`src/rtl/multicycle_alu.sv`:
```
// multicycle_alu: valid/ready ALU. Single-cycle ops produce a registered
// result one edge after acceptance. MUL runs an iterative shift-add
// multiplier over WIDTH cycles. The result and flags stay stable while the
// consumer stalls.
module multicycle_alu #(
  parameter int WIDTH = 8
) (
  input  logic             CLK,
  input  logic             RESET_N,
  input  logic             IN_VALID,
  output logic             IN_READY,
  input  logic [3:0]       OP,
  input  logic [WIDTH-1:0] DATA1,
  input  logic [WIDTH-1:0] DATA2,
  output logic [WIDTH-1:0] RESULT,
  output logic             OUT_VALID,
  input  logic             OUT_READY,
  output logic             ZERO,
  output logic             NEG,
  output logic             CARRY,
  output logic             OVF,
  output logic             ERR
);

  // Shift-amount width, derived from WIDTH.
  localparam int SHW = $clog2(WIDTH);

  typedef enum logic [1:0] {
    S_IDLE = 2'd0,
    S_MUL  = 2'd1,
    S_HOLD = 2'd2
  } state_e;

  typedef enum logic [3:0] {
    OP_FWD = 4'h0,
    OP_ADD = 4'h1,
    OP_AND = 4'h2,
    OP_OR  = 4'h3,
    OP_SLL = 4'h4,
    OP_SRL = 4'h5,
    OP_MUL = 4'h6,
    OP_ROR = 4'h7,
    OP_SUB = 4'h8,
    OP_SRA = 4'h9,
    OP_XOR = 4'hA,
    OP_SLT = 4'hB
  } op_e;

  state_e state_q, state_d;

  // Multiplier state. acc holds the partial product, mcand is the shifted
  // multiplicand, and mplier is consumed from its LSB.
  logic [2*WIDTH-1:0] acc_q, acc_d;
  logic [2*WIDTH-1:0] mcand_q, mcand_d;
  logic [WIDTH-1:0]   mplier_q, mplier_d;
  logic [SHW-1:0]     cnt_q, cnt_d;

  // Presented result and flags.
  logic [WIDTH-1:0] result_q, result_d;
  logic             zero_q, zero_d;
  logic             neg_q, neg_d;
  logic             carry_q, carry_d;
  logic             ovf_q, ovf_d;
  logic             err_q, err_d;
  logic             out_valid_q, out_valid_d;

  // Handshake and control.
  logic in_ready;
  logic out_free;
  logic is_mul_op;
  logic accept_mul;
  logic mul_last;
  logic load_alu;
  logic load_mul;

  // Single-cycle datapath.
  logic [SHW-1:0]     sh_amt;
  logic [WIDTH:0]     add_full;
  logic [WIDTH:0]     sub_full;
  logic [2*WIDTH-1:0] sll_wide;
  logic [2*WIDTH-1:0] srl_wide;
  logic [2*WIDTH-1:0] ror_wide;
  logic [WIDTH-1:0]   alu_res;
  logic               alu_carry;
  logic               alu_ovf;
  logic               alu_err;

  // Multiplier step and the product source used when results are loaded.
  logic [2*WIDTH-1:0] mul_step;
  logic [2*WIDTH-1:0] mul_src;
  logic [WIDTH-1:0]   res_new;
  logic               carry_new;
  logic               ovf_new;
  logic               err_new;

  assign out_free   = !out_valid_q || OUT_READY;
  assign is_mul_op  = (OP == OP_MUL);
  assign accept_mul = in_ready && IN_VALID && is_mul_op;
  assign mul_last   = (cnt_q == SHW'(WIDTH - 1));
  assign mul_step   = acc_q + (mplier_q[0] ? mcand_q : '0);
  // In HOLD the final product was already written into acc on the last step.
  assign mul_src    = (state_q == S_HOLD) ? acc_q : mul_step;

  // The wide shifts keep the bit that falls off, which gives the shift carry
  // directly. That bit is naturally 0 when the shift amount is 0.
  assign sh_amt   = DATA2[SHW-1:0];
  assign add_full = {1'b0, DATA1} + {1'b0, DATA2};
  assign sub_full = {1'b0, DATA1} - {1'b0, DATA2};
  assign sll_wide = {{WIDTH{1'b0}}, DATA1} << sh_amt;
  assign srl_wide = {DATA1, {WIDTH{1'b0}}} >> sh_amt;
  assign ror_wide = {DATA1, DATA1} >> sh_amt;

  // State register.
  always_ff @(posedge CLK) begin
    // NOTE: sequential state uses non-blocking assignments so every register
    // samples pre-edge values regardless of process ordering.
    if (!RESET_N) state_q <= S_IDLE;
    else          state_q <= state_d;
  end

  // Next-state logic.
  always_comb begin
    state_d = state_q;
    unique case (state_q)
      S_IDLE: if (accept_mul) state_d = S_MUL;
      S_MUL:  if (mul_last)   state_d = out_free ? S_IDLE : S_HOLD;
      S_HOLD: if (OUT_READY)  state_d = S_IDLE;
      default:                state_d = S_IDLE;
    endcase
  end

  // FSM outputs: input readiness and the two result-load strobes.
  always_comb begin
    // NOTE: every combinational output gets a default first so no path
    // through the case leaves it unassigned, which would infer a latch.
    in_ready = 1'b0;
    load_alu = 1'b0;
    load_mul = 1'b0;
    unique case (state_q)
      S_IDLE: begin
        in_ready = out_free;
        load_alu = IN_VALID && out_free && !is_mul_op;
      end
      S_MUL:  load_mul = mul_last && out_free;
      S_HOLD: load_mul = OUT_READY;
      default: ;
    endcase
  end

  // Single-cycle ALU: result and op-specific carry/overflow/error.
  always_comb begin
    alu_res   = '0;
    alu_carry = 1'b0;
    alu_ovf   = 1'b0;
    alu_err   = 1'b0;
    case (OP)
      OP_FWD: alu_res = DATA2;
      OP_ADD: begin
        alu_res   = add_full[WIDTH-1:0];
        alu_carry = add_full[WIDTH];
        alu_ovf   = (DATA1[WIDTH-1] == DATA2[WIDTH-1]) &&
                    (add_full[WIDTH-1] != DATA1[WIDTH-1]);
      end
      OP_AND: alu_res = DATA1 & DATA2;
      OP_OR:  alu_res = DATA1 | DATA2;
      OP_SLL: begin
        alu_res   = sll_wide[WIDTH-1:0];
        alu_carry = sll_wide[WIDTH];
      end
      OP_SRL: begin
        alu_res   = srl_wide[2*WIDTH-1:WIDTH];
        alu_carry = srl_wide[WIDTH-1];
      end
      OP_ROR: alu_res = ror_wide[WIDTH-1:0];
      OP_SUB: begin
        alu_res   = sub_full[WIDTH-1:0];
        alu_carry = sub_full[WIDTH];
        alu_ovf   = (DATA1[WIDTH-1] != DATA2[WIDTH-1]) &&
                    (sub_full[WIDTH-1] != DATA1[WIDTH-1]);
      end
      OP_SRA: alu_res = $unsigned($signed(DATA1) >>> sh_amt);
      OP_XOR: alu_res = DATA1 ^ DATA2;
      OP_SLT: alu_res = {{(WIDTH-1){1'b0}}, ($signed(DATA1) < $signed(DATA2))};
      OP_MUL: alu_res = '0;
      default: alu_err = 1'b1;
    endcase
  end

  // Result/flag next-state logic: load on either strobe, otherwise hold.
  always_comb begin
    if (load_alu) begin
      res_new   = alu_res;
      carry_new = alu_carry;
      ovf_new   = alu_ovf;
      err_new   = alu_err;
    end else begin
      res_new   = mul_src[WIDTH-1:0];
      carry_new = 1'b0;
      ovf_new   = |mul_src[2*WIDTH-1:WIDTH];
      err_new   = 1'b0;
    end

    result_d = result_q;
    zero_d   = zero_q;
    neg_d    = neg_q;
    carry_d  = carry_q;
    ovf_d    = ovf_q;
    err_d    = err_q;
    if (load_alu || load_mul) begin
      result_d = res_new;
      zero_d   = (res_new == '0);
      neg_d    = res_new[WIDTH-1];
      carry_d  = carry_new;
      ovf_d    = ovf_new;
      err_d    = err_new;
    end

    if (load_alu || load_mul) out_valid_d = 1'b1;
    else if (OUT_READY)       out_valid_d = 1'b0;
    else                      out_valid_d = out_valid_q;
  end

  // Multiplier next-state: capture operands on accept, step once per MUL cycle.
  always_comb begin
    acc_d    = acc_q;
    mcand_d  = mcand_q;
    mplier_d = mplier_q;
    cnt_d    = cnt_q;
    if (accept_mul) begin
      acc_d    = '0;
      mcand_d  = {{WIDTH{1'b0}}, DATA1};
      mplier_d = DATA2;
      cnt_d    = '0;
    end else if (state_q == S_MUL) begin
      acc_d    = mul_step;
      mcand_d  = mcand_q << 1;
      mplier_d = mplier_q >> 1;
      cnt_d    = cnt_q + 1'b1;
    end
  end

  // Datapath registers.
  always_ff @(posedge CLK) begin
    // NOTE: reset is synchronous and this block holds only plain registers
    // with no array storage, so every register is cleared explicitly here.
    if (!RESET_N) begin
      acc_q       <= '0;
      mcand_q     <= '0;
      mplier_q    <= '0;
      cnt_q       <= '0;
      result_q    <= '0;
      zero_q      <= 1'b0;
      neg_q       <= 1'b0;
      carry_q     <= 1'b0;
      ovf_q       <= 1'b0;
      err_q       <= 1'b0;
      out_valid_q <= 1'b0;
    end else begin
      acc_q       <= acc_d;
      mcand_q     <= mcand_d;
      mplier_q    <= mplier_d;
      cnt_q       <= cnt_d;
      result_q    <= result_d;
      zero_q      <= zero_d;
      neg_q       <= neg_d;
      carry_q     <= carry_d;
      ovf_q       <= ovf_d;
      err_q       <= err_d;
      out_valid_q <= out_valid_d;
    end
  end

  assign IN_READY  = in_ready;
  assign RESULT    = result_q;
  assign OUT_VALID = out_valid_q;
  assign ZERO      = zero_q;
  assign NEG       = neg_q;
  assign CARRY     = carry_q;
  assign OVF       = ovf_q;
  assign ERR       = err_q;

endmodule

```
`config.mk`:
```
export PLATFORM = sky130hd
export DESIGN_NAME = multicycle_alu
export DESIGN_NICKNAME = d
export VERILOG_FILES = /design/src/rtl/multicycle_alu.sv
export SDC_FILE = /design/constraint.sdc
export NUM_CORES = 1
export LEC_CHECK = 0
export CAP_MARGIN = 20
export CORE_MARGIN = 2
export CORE_UTILIZATION = 53
export DETAILED_ROUTE_END_ITERATION = 12
export GPL_TIMING_DRIVEN = 0
export PLACE_DENSITY = 0.72
export SLEW_MARGIN = 20
export SYNTH_ARGS = -nofsm -noshare
export SYNTH_HDL_FRONTEND = slang
export SYNTH_SLANG_ARGS = --single-unit
```
`constraint.sdc`:
```
create_clock -name CLK -period 3.7 [get_ports CLK]
set_input_delay 0.925 -clock CLK [delete_from_list [all_inputs] [get_ports CLK]]
set_output_delay 0.925 -clock CLK [all_outputs]
set_load 0.01 [all_outputs]
```
==> flow_metrics.py <==
metrics = {
    "critical_path": {
        "crit_slowest_cell": "clkdlybuf4s50_1",
        "worstRegToRegCells": 10,
        "critPathLaunch": "DATA2[2]",
        "arrival_ps": 3920,
        "r2r_start": "mplier_q[0]$_SDFFE_PN0P_",
        "worstPathCellList": "clkdlybuf4s50_1, buf_8, clkinv_8, ha_4, and3_1, o2bb2ai_2, o211a_1, nor4_4, o2111ai_2, a22o_1, or4_1, o31ai_2",
        "required_ps": 3970,
        "crit_end": "ZERO$_SDFFE_PN0P_",
        "cpPeakStageDelay_ps": 510,
        "reg2reg_slack_ps": 570,
        "cp_top_family": "compound AO/OA/AOI/OAI gates",
        "critPathKind": "primary input to flop",
        "critPathCaptureType": "flop",
        "worstPathMaxFanout": 10,
        "r2r-end": "ZERO$_SDFFE_PN0P_",
        "critPathLaunchType": "primary input",
        "path_depth": 12,
        "path_buf_inv": 3,
    },
    "grt": {
        "grt_pass1_wl_um": 28790,
        "grt_use_met3": 0.05751,
        "grt_usage": 0.3299,
        "grt_busiest_layer": "met2",
        "grt_use_met2": 0.5604,
        "gr-usage-met1": 0.4121,
        "grt_pass1_vias": 5424,
        "antenna_found_initial": 0,
        "grt_max_degree": 14,
        "overflow": 0,
    },
    "floorplan": {
        "die_height_um": 105.6,
        "die-area_um2": 11150,
        "rows": 37,
        "die_w_um": 105.6,
        "initial_utilization": 0.5372,
        "core_um2": 10180,
        "io_pins": 39,
    },
    "status": {
        "status": "finished, final reports clean",
    },
    "cts": {
        "clock-sinks": 58,
        "clk_latency_ps": 360,
        "cts.clk_slew.worst_paths_ps": 70,
        "cts_made_buffers": 9,
        "cts.htree.levels": 3,
        "cts_tree": "done",
        "clock-root-buffer": "clkbuf_8",
        "cts_buffer_depth": 2,
        "cts_hold_buf": 0,
    },
    "synthesis": {
        "synth_top_flop_cell": "dfxtp_1",
        "synth_top_family_by_area": "compound AO/OA/AOI/OAI gates",
        "ys_warn_count": 0,
        "synthTopCellsByArea": "dfxtp_1 (21%), ha_1 (10%), mux2i_1 (8.0%), nor2_1 (5.3%), mux4_2 (4.9%)",
        "synthSimpleGateAreaFrac": 0.2024,
        "yosysMostFrequentCell": "nor2_1",
        "synthArstFlopShare": 0,
        "synth-edff-count": 0,
        "yosys.area.top_type_share": 0.2122,
        "yosysSeqAreaShare": 0.2122,
        "synth-compound-area-share": 0.2408,
        "ys_types": 83,
        "synth_area_leader_cell": "dfxtp_1",
        "ys_seq_elements": 58,
        "netlist_instances": 669,
        "synth_fp_nets": 741,
        "postSynthAreaPerCell_um2": 8.179,
        "synth_fa_ha_area_frac": 0.1139,
        "synthTopCellsByCount": "nor2_1 (77), dfxtp_1 (58), ha_1 (45)",
        "synth_area_um2": 5471,
        "muxShareOfSynthArea": 0.1402,
        "yosys.area_share.xor_xnor": 0.03041,
    },
    "routing": {
        "vias_per_cell": 6.420,
        "first_iter_violations": 429,
        "avgRoutedWirePerCell_um": 21.00,
        "antenna_left": 0,
        "dr.pass1.iters": 5,
        "drt_wl_total_um": 18060,
        "drc": 0,
        "vias": 5521,
    },
    "final_layout": {
        "fin_nets": 791,
        "fillers": 931,
        "postLayoutCellArea_um2": 6391,
        "diodes": 0,
        "drive_gt1_frac": 0.1133,
        "post-route-util": 0.6275,
        "syn2layout_area_growth_pct": 16.81,
    },
    "sta": {
        "period_share": 0.9857,
        "period_needed_ps": 3647,
        "whs_ps": 474.4,
        "rsz0062_at_grt": "true",
        "relSlewSlack": 0.4048,
        "slew_viol_final": 0,
        "fin_skew_ps": 8.729,
        "finalSetupViolCount": 0,
        "max_freq_ghz": 0.2742,
        "worst_pin_slew_ps": 870.3,
        "hold_violations": 0,
    },
    "power": {
        "finalPower_mw": 2.077,
        "max-vdd-ir-drop_mv": 0.2084,
        "p_leak_nw": 2.513,
        "powerDensity_nw_per_um2": 324.9,
    },
    "run": {
        "max-cap-violations": 0,
    },
    "place": {
        "place_hpwl_um": 13800,
        "routabilityCongestion": 0.9715,
        "postPlaceCellArea_um2": 6018,
        "io_buffers": 37,
    },
    "min_path": {
        "min_path_cells": 2,
        "hold_class": "flop to flop",
    },
}
-- cells by family after synthesis --
family                   Yosys count
adder cells (fa/ha/maj)           48
flip-flops                        58
buffers and inverters             80
XOR/XNOR                          19
AO/OA/AOI/OAI                    182
multiplexers                      61
AND/OR/NAND/NOR                  221
-- how the worst min path moves through the flow --
stage | start | end | slack [ps]
after detailed placement | RESULT[5]$_SDFFE_PN0P_ | RESULT[5]$_SDFFE_PN0P_ | 460
after global routing | RESULT[5]$_SDFFE_PN0P_ | RESULT[5]$_SDFFE_PN0P_ | 490
after floorplan | mcand_q[15]$_SDFFE_PP0P_ | mcand_q[15]$_SDFFE_PP0P_ | 460
final | RESULT[5]$_SDFFE_PN0P_ | RESULT[5]$_SDFFE_PN0P_ | 470
after global placement | RESULT[5]$_SDFFE_PN0P_ | RESULT[5]$_SDFFE_PN0P_ | 450
after CTS | RESULT[5]$_SDFFE_PN0P_ | RESULT[5]$_SDFFE_PN0P_ | 470
-- layout make-up --
type,count,area (µm²),area share
repair buffers,41,387.9,0.06069
multi-input cells,531,4063,0.6357
inverters,37,156.4,0.02447
clock buffers,9,123.9,0.01938
well taps,136,170.2,0.02662
clock inverters,7,123.9,0.01938
plain buffers,41,205.2,0.03211
flip-flops and latches,58,1161,0.1817
-- power by group --
group | leakage (nW) | internal (mW) | switching (mW)
Sequential | 0.470 | 0.654 | 0.0205
Clock | 0.120 | 0.453 | 0.300
Combinational | 1.92 | 0.270 | 0.378
Total | 2.51 | 1.38 | 0.699
-- state kept, by name, summed over array words and instances (netlist names), 2 cells and up --
signal    count
RESULT        8
mcand_q      16
mplier_q      8
state_q       2
cnt_q         3
acc_q        16
-- layout by cell type, fill, tap and decap left out, drive strengths merged, types with 11 or more instances in the layout --
cell type      instances
nor2                  77
a21oi                 34
nand2                 40
dfxtp                 58
and2                  20
mux2i                 44
clkdlybuf4s50         24
xnor2                 16
nand2b                11
nand3                 12
a211oi                28
o21ai                 24
inv                   36
clkbuf                36
ha                    45
mux4                  12
buf                   21
nor3                  11
-- per-stage QoR --
stage / setup slack, ps / TNS (ps) / cells
4_1_cts: 17.24 / 0 / 858
2_1_floorplan: 5.861 / 0 / 669
3_5_place_dp: -1413 / -9097 / 842
6_report: 52.77 / 0 / 860
3_3_place_gp: -1417 / -9237 / 842
5_1_grt: -3.526 / -4.214 / 860
-- worst min-delay path, cell delays in order, from the launching register on --
cell and delay, ps:
dfxtp_1 310, nand2_1 60, a21oi_1 60
-- routing by layer --
metal	wire, µm	vias up
li1	-	2586
met1	7581	2654
met2	8782	242
met3	1150	39
met4	546	0
met5	0	-
-- timing repair --
item / CTS / global route
pin swaps: 4 / 5
gates cloned: 0 / 0
buffers inserted: 1 / 3
gates resized for setup: 39 / 15
endpoints found under the setup margin: 10 / 2
Power figures use the tool's default switching activity.
